===== config.mk =====
export PLATFORM = sky130hd
export DESIGN_NAME = mc_control_flat
export DESIGN_NICKNAME = d
export VERILOG_FILES = /design/src/rtl/mc_control_if.sv /design/src/rtl/mc_control.sv /design/src/flat_wrapper.sv
export SDC_FILE = /design/constraint.sdc
export NUM_CORES = 1
export LEC_CHECK = 0
export CAP_MARGIN = 20
export CORE_MARGIN = 2
export CORE_UTILIZATION = 40
export DETAILED_ROUTE_END_ITERATION = 12
export GPL_ROUTABILITY_DRIVEN = 0
export PLACE_DENSITY = 0.64
export SYNTH_ARGS = -nofsm -noshare
export SYNTH_HDL_FRONTEND = slang
export SYNTH_SLANG_ARGS = --single-unit

===== constraint.sdc =====
create_clock -name clk -period 1.55 [get_ports clk]
set_input_delay 0.2325 -clock clk [delete_from_list [all_inputs] [get_ports clk]]
set_output_delay 0.2325 -clock clk [all_outputs]
set_load 0.01 [all_outputs]

===== src/rtl/mc_control_if.sv =====
// Control-unit port bundle: the datapath's status inputs and the sequencing strobes.
// master = control unit, slave = datapath / memory side.
interface mc_control_if;
    logic [6:0] opcode;
    logic       take_jmp;
    logic       imem_ready;
    logic       dmem_ready;
    logic       imem_req;
    logic       dmem_req;
    logic       dmem_we;
    logic       ir_we;
    logic       pc_we;
    logic       pc_sel;
    logic       rf_we;
    logic [1:0] wb_sel;
    logic       instret;
    logic       halted;
    logic [1:0] err_code;
    logic [2:0] state;

    modport master (
        input  opcode, take_jmp, imem_ready, dmem_ready,
        output imem_req, dmem_req, dmem_we, ir_we, pc_we, pc_sel, rf_we,
               wb_sel, instret, halted, err_code, state
    );

    modport slave (
        output opcode, take_jmp, imem_ready, dmem_ready,
        input  imem_req, dmem_req, dmem_we, ir_we, pc_we, pc_sel, rf_we,
               wb_sel, instret, halted, err_code, state
    );
endinterface


===== src/rtl/mc_control.sv =====
// Multi-cycle RV32I control FSM: fetch/decode/exec/mem/wb sequencing with
// per-access timeout and illegal-opcode detection into a sticky halt.
module mc_control #(
    parameter int unsigned MEM_TIMEOUT = 255,
    parameter int unsigned TO_W        = 8
) (
    input  logic          clk,
    input  logic          rst,
    mc_control_if.master  bus
);

    typedef enum logic [2:0] {
        S_FETCH  = 3'd0,
        S_DECODE = 3'd1,
        S_EXEC   = 3'd2,
        S_MEM    = 3'd3,
        S_WB     = 3'd4,
        S_HALT   = 3'd5
    } state_t;

    localparam logic [6:0] OPC_LOAD   = 7'b0000011;
    localparam logic [6:0] OPC_OP_IMM = 7'b0010011;
    localparam logic [6:0] OPC_AUIPC  = 7'b0010111;
    localparam logic [6:0] OPC_STORE  = 7'b0100011;
    localparam logic [6:0] OPC_OP     = 7'b0110011;
    localparam logic [6:0] OPC_LUI    = 7'b0110111;
    localparam logic [6:0] OPC_BRANCH = 7'b1100011;
    localparam logic [6:0] OPC_JALR   = 7'b1100111;
    localparam logic [6:0] OPC_JAL    = 7'b1101111;

    state_t            r_state;
    logic [6:0]        r_op_q;
    logic [TO_W-1:0]   r_cnt;
    logic              r_halted;
    logic [1:0]        r_err;

    state_t            w_nxt;
    logic [1:0]        w_err_nxt;
    logic              w_to_hit;
    logic              w_imem_req, w_dmem_req, w_dmem_we, w_ir_we;
    logic              w_pc_we, w_pc_sel, w_rf_we, w_instret;
    logic [1:0]        w_wb_sel;

    assign w_to_hit = (r_cnt == TO_W'(MEM_TIMEOUT - 1));

    // Next-state and strobe decode
    always_comb begin
        w_nxt      = r_state;
        w_err_nxt  = r_err;
        w_imem_req = 1'b0;
        w_dmem_req = 1'b0;
        w_dmem_we  = 1'b0;
        w_ir_we    = 1'b0;
        w_pc_we    = 1'b0;
        w_pc_sel   = 1'b0;
        w_rf_we    = 1'b0;
        w_wb_sel   = 2'b00;
        w_instret  = 1'b0;
        case (r_state)
            S_FETCH: begin
                w_imem_req = 1'b1;
                if (bus.imem_ready) begin
                    w_ir_we = 1'b1;
                    w_nxt   = S_DECODE;
                end else if (w_to_hit) begin
                    w_nxt     = S_HALT;
                    w_err_nxt = 2'b10;
                end
            end
            S_DECODE: begin
                case (bus.opcode)
                    OPC_OP_IMM, OPC_OP, OPC_LUI, OPC_AUIPC, OPC_JAL,
                    OPC_JALR, OPC_BRANCH, OPC_LOAD, OPC_STORE: w_nxt = S_EXEC;
                    default: begin
                        w_nxt     = S_HALT;
                        w_err_nxt = 2'b01;
                    end
                endcase
            end
            S_EXEC: begin
                case (r_op_q)
                    OPC_BRANCH: begin
                        w_pc_we   = 1'b1;
                        w_pc_sel  = bus.take_jmp;
                        w_instret = 1'b1;
                        w_nxt     = S_FETCH;
                    end
                    OPC_LOAD, OPC_STORE: w_nxt = S_MEM;
                    default:             w_nxt = S_WB;
                endcase
            end
            S_MEM: begin
                w_dmem_req = 1'b1;
                w_dmem_we  = (r_op_q == OPC_STORE);
                if (bus.dmem_ready) begin
                    if (r_op_q == OPC_STORE) begin
                        w_pc_we   = 1'b1;
                        w_instret = 1'b1;
                        w_nxt     = S_FETCH;
                    end else begin
                        w_nxt = S_WB;
                    end
                end else if (w_to_hit) begin
                    w_nxt     = S_HALT;
                    w_err_nxt = 2'b11;
                end
            end
            S_WB: begin
                w_rf_we   = 1'b1;
                w_pc_we   = 1'b1;
                w_instret = 1'b1;
                w_nxt     = S_FETCH;
                case (r_op_q)
                    OPC_JAL, OPC_JALR: begin
                        w_pc_sel = 1'b1;
                        w_wb_sel = 2'b10;
                    end
                    OPC_LOAD:  w_wb_sel = 2'b01;
                    OPC_AUIPC: w_wb_sel = 2'b11;
                    default:   w_wb_sel = 2'b00;
                endcase
            end
            S_HALT: w_nxt = S_HALT;
            default: begin
                w_nxt     = S_HALT;
                w_err_nxt = 2'b01;
            end
        endcase
    end

    // State, latched opcode, access timer and halt status
    always_ff @(posedge clk) begin
        if (rst) begin
            r_state  <= S_FETCH;
            r_op_q   <= 7'd0;
            r_cnt    <= '0;
            r_halted <= 1'b0;
            r_err    <= 2'b00;
        end else begin
            r_state  <= w_nxt;
            if (r_state == S_DECODE) r_op_q <= bus.opcode;
            // Staying in FETCH/MEM means a wait cycle; any transition restarts the timer
            if ((r_state == S_FETCH || r_state == S_MEM) && w_nxt == r_state)
                r_cnt <= r_cnt + TO_W'(1);
            else
                r_cnt <= '0;
            r_halted <= (w_nxt == S_HALT);
            r_err    <= w_err_nxt;
        end
    end

    // Reset kills any strobe from an access in flight
    assign bus.imem_req = w_imem_req & ~rst;
    assign bus.dmem_req = w_dmem_req & ~rst;
    assign bus.dmem_we  = w_dmem_we  & ~rst;
    assign bus.ir_we    = w_ir_we    & ~rst;
    assign bus.pc_we    = w_pc_we    & ~rst;
    assign bus.pc_sel   = w_pc_sel   & ~rst;
    assign bus.rf_we    = w_rf_we    & ~rst;
    assign bus.wb_sel   = w_wb_sel   & {2{~rst}};
    assign bus.instret  = w_instret  & ~rst;
    assign bus.halted   = r_halted;
    assign bus.err_code = r_err;
    assign bus.state    = r_state;

endmodule


===== src/flat_wrapper.sv =====
// flat-port wrapper written by rule: the top's interface ports become plain ports
module mc_control_flat 
#(
    parameter int unsigned MEM_TIMEOUT = 255,
    parameter int unsigned TO_W        = 8
)
  (clk, rst, bus_opcode, bus_take_jmp, bus_imem_ready, bus_dmem_ready, bus_imem_req, bus_dmem_req, bus_dmem_we, bus_ir_we, bus_pc_we, bus_pc_sel, bus_rf_we, bus_wb_sel, bus_instret, bus_halted, bus_err_code, bus_state);
  mc_control_if bus_i ();
  input  logic clk;
  input  logic rst;
  input wire logic [$bits(bus_i.opcode)-1:0] bus_opcode;
  input wire logic [$bits(bus_i.take_jmp)-1:0] bus_take_jmp;
  input wire logic [$bits(bus_i.imem_ready)-1:0] bus_imem_ready;
  input wire logic [$bits(bus_i.dmem_ready)-1:0] bus_dmem_ready;
  output wire logic [$bits(bus_i.imem_req)-1:0] bus_imem_req;
  output wire logic [$bits(bus_i.dmem_req)-1:0] bus_dmem_req;
  output wire logic [$bits(bus_i.dmem_we)-1:0] bus_dmem_we;
  output wire logic [$bits(bus_i.ir_we)-1:0] bus_ir_we;
  output wire logic [$bits(bus_i.pc_we)-1:0] bus_pc_we;
  output wire logic [$bits(bus_i.pc_sel)-1:0] bus_pc_sel;
  output wire logic [$bits(bus_i.rf_we)-1:0] bus_rf_we;
  output wire logic [$bits(bus_i.wb_sel)-1:0] bus_wb_sel;
  output wire logic [$bits(bus_i.instret)-1:0] bus_instret;
  output wire logic [$bits(bus_i.halted)-1:0] bus_halted;
  output wire logic [$bits(bus_i.err_code)-1:0] bus_err_code;
  output wire logic [$bits(bus_i.state)-1:0] bus_state;
  assign bus_i.opcode = bus_opcode;
  assign bus_i.take_jmp = bus_take_jmp;
  assign bus_i.imem_ready = bus_imem_ready;
  assign bus_i.dmem_ready = bus_dmem_ready;
  assign bus_imem_req = bus_i.imem_req;
  assign bus_dmem_req = bus_i.dmem_req;
  assign bus_dmem_we = bus_i.dmem_we;
  assign bus_ir_we = bus_i.ir_we;
  assign bus_pc_we = bus_i.pc_we;
  assign bus_pc_sel = bus_i.pc_sel;
  assign bus_rf_we = bus_i.rf_we;
  assign bus_wb_sel = bus_i.wb_sel;
  assign bus_instret = bus_i.instret;
  assign bus_halted = bus_i.halted;
  assign bus_err_code = bus_i.err_code;
  assign bus_state = bus_i.state;
  mc_control #(.MEM_TIMEOUT(MEM_TIMEOUT), .TO_W(TO_W)) u_core (.clk(clk), .rst(rst), .bus(bus_i));
endmodule

==> results.json <==
{
  "syn_area_um2": 1290,
  "synth_area_per_cell_um2": 8.29,
  "cap_violations": 0,
  "track_usage": 0.197,
  "syn_nets": 170,
  "die_h_um": 60.9,
  "cts_tree": "built",
  "setup_viol": 22,
  "final_common_cell": "buf_4",
  "cts.clk_slew.worst_paths_ns": 0.12,
  "synth_seq_cells": 21,
  "reg2regPathDepth": 6,
  "min_path_type": "register to register",
  "r2r_end": "u_core.bus.halted",
  "ff2ff_setup_slack_ns": -0.25,
  "start_kind": "register",
  "cts-htree-levels": 1,
  "synth_top_area_frac": 0.325,
  "grt_busiest_layer": "met2",
  "grt_start_max_net_pins": 22,
  "initial_utilization": 0.424,
  "vias_per_cell": 4.98,
  "grt_use_met3": 0.0277,
  "numPortBuffers": 27,
  "grt_remaining_overflow": 0,
  "seq_area_frac_synth": 0.325,
  "rsz0062_at_grt": "yes",
  "yosys_warnings": 0,
  "min_period_over_period": 1.23,
  "synth_cells": 156,
  "finalSetupTns_ns": -4.54,
  "utilization": 0.693,
  "clock_power_share": 0.189,
  "final_nets": 242,
  "cp_max_fo": 3,
  "tightest_slew_ns": 0.433,
  "grt_pass1_vias": 1246,
  "leakage_nw": 0.889,
  "clock_path_buffers": 2,
  "numCtsBuffers": 3,
  "use_met2": 0.336,
  "drive_above_1_share": 0.458,
  "comb_power_share": 0.371,
  "grt_first_pass_wirelength_um": 5530,
  "num_rows": 20,
  "antenna_left": 0,
  "cp-end-kind": "primary output",
  "first_iter_violations": 29,
  "cts.sinks": 21,
  "drt_pass1_iterations": 4,
  "fmax_mhz": 523,
  "crit_type": "register to primary output",
  "synthFlopType": "dfxtp_1",
  "cp_data_required_time_ns": 1.32,
  "synth_largest_area_cell": "dfxtp_1",
  "area_growth_syn_to_layout_pct": 63.4,
  "coreArea_um2": 3050,
  "clk-insertion-delay-late_ns": 0.30,
  "ys_types": 47,
  "dieArea_um2": 3710,
  "critPathCapture": "bus_wb_sel[0]",
  "outcome": "finished with violations",
  "crit_start": "u_core.bus.state[1]",
  "arrival_ns": 1.68,
  "die_w_um": 60.9,
  "switchingPower_uw": 430,
  "layout_common_cells": "buf_4, nor2_1, dfxtp_1",
  "drc": 0,
  "power_density_nw_per_um2": 651,
  "failed_checks": "setup timing",
  "hpwl_um": 2480,
  "period_needed_ns": 1.91,
  "diodes": 0,
  "sequentialPowerShare": 0.440,
  "vias": 1350,
  "synth_area_leaders": "dfxtp_1, nor2_1, mux2i_1, nand2_1, clkbuf_8",
  "grt_use_met1": 0.265,
  "relSlewSlack": 0.710,
  "synth-edff-count": 0,
  "antenna_found_initial": 0,
  "ys_async_sr_fraction": 0,
  "io_pins": 28,
  "ctsHoldBuffers": 0,
  "p_sw_frac": 0.312,
  "cts-root-buf": "clkbuf_4",
  "wl_um": 3510,
  "wl_per_cell_um": 13.0,
  "power.internal_uw": 947,
  "slew_violations": 0,
  "p_total_mw": 1.38,
  "peakVddDrop_mv": 0.359,
  "fin_skew_ns": 0.00611,
  "finalHoldViolCount": 0,
  "timing.rr.start": "u_core.bus.state[2]",
  "finalWorstSetupSlack_ns": -0.363
}
## power by group through the flow
| stage | logic (mW) | registers, mW | clock network, mW |
|---|---|---|---|
| floorplan | 0.216 | 0.625 | 0 |
| global placement | 0.419 | 0.609 | 0 |
| detailed placement | 0.422 | 0.612 | 0 |
| CTS | 0.445 | 0.605 | 0.271 |
| global route | 0.551 | 0.610 | 0.304 |
| finish | 0.510 | 0.606 | 0.260 |
## cell families after synthesis
kind of cell	Yosys count	synth area share
compound gates	22	0.142
xor+xnor	7	0.0474
fa+ha+maj	3	0.0280
buf+inv	14	0.0745
flops	21	0.325
mux	6	0.0464
simple gates	83	0.337
## through the flow
| stage | hold slack [ns] | cell area, um^2 | worst slack (ns) | instances |
|---|---|---|---|---|
| CTS | 0.495 | 2010 | -0.371 | 266 |
| detailed placement | 0.476 | 1870 | -0.696 | 254 |
| global placement | 0.461 | 1870 | -0.657 | 254 |
| finish | 0.491 | 2110 | -0.363 | 271 |
| floorplan | 0.371 | 1350 | -0.0388 | 156 |
| global route | 0.515 | 2110 | -0.457 | 271 |
## synth_stat cells (2+ instances only)
| master | n |
|---|---|
| a21oi_1 | 3 |
| and2b_2 | 2 |
| and3_1 | 3 |
| and4_1 | 2 |
| and4b_1 | 2 |
| buf_2 | 2 |
| clkbuf_8 | 3 |
| dfxtp_1 | 21 |
| ha_1 | 2 |
| inv_1 | 6 |
| mux2i_1 | 6 |
| nand2_1 | 12 |
| nand2b_1 | 2 |
| nand3_1 | 7 |
| nor2_1 | 34 |
| nor2b_1 | 3 |
| nor3_1 | 4 |
| nor4_1 | 2 |
| o211ai_1 | 3 |
| o21ai_0 | 5 |
| xnor2_1 | 3 |
| xor2_1 | 4 |
## registers in the layout, summed over array words and instances, names as in the netlist
register	cells
u_core.bus.err_code	2
u_core.r_op_q	7
u_core.r_cnt	8
u_core.bus.state	3
u_core.bus.halted	1
## final cells by class
class | count | area [um^2]
Timing Repair Buffer | 74 | 628
Clock inverter | 1 | 5.00
Multi-Input combinational cell | 122 | 950
Inverter | 6 | 22.5
Tap cell | 44 | 55.1
Clock buffer | 3 | 22.5
Sequential cell | 21 | 432
Fill cell | 239 | 938
## layer usage
| layer | share of wire | up-vias |
|---|---|---|
| met5 | 0 | - |
| met2 | 0.49 | 25 |
| met3 | 0.035 | 2 |
| li1 | - | 694 |
| met1 | 0.47 | 629 |
| met4 | 0.0043 | 0 |
## critical path: stages (launching register included)
cell and delay (ns):
dfxtp_4 0.38, nor4_4 0.33, nand3_2 0.14, buf_6 0.14, nor4b_4 0.23, buf_2 0.16
## worst min path at each step
stage / startpoint / end / slack (ns) / cells after the start
after floorplan: bus_opcode[5] / u_core.r_op_q[5] / 0.37 / 2
final: u_core.bus.err_code[0] / u_core.bus.err_code[0] / 0.49 / 2
after global routing: rst / u_core.bus.state[2] / 0.51 / 3
after detailed placement: u_core.bus.err_code[0] / u_core.bus.err_code[0] / 0.48 / 2
after global placement: u_core.bus.err_code[0] / u_core.bus.err_code[0] / 0.46 / 2
after CTS: u_core.bus.err_code[0] / u_core.bus.err_code[0] / 0.49 / 2
## repair_timing
action                     4_1_cts  5_1_grt
setup endpoints to repair       32       29
gates resized for setup         73       19
setup buffers                    8        4
pin swaps                       14        8
gates cloned                     0        1
(Power assumes the default switching activity.)
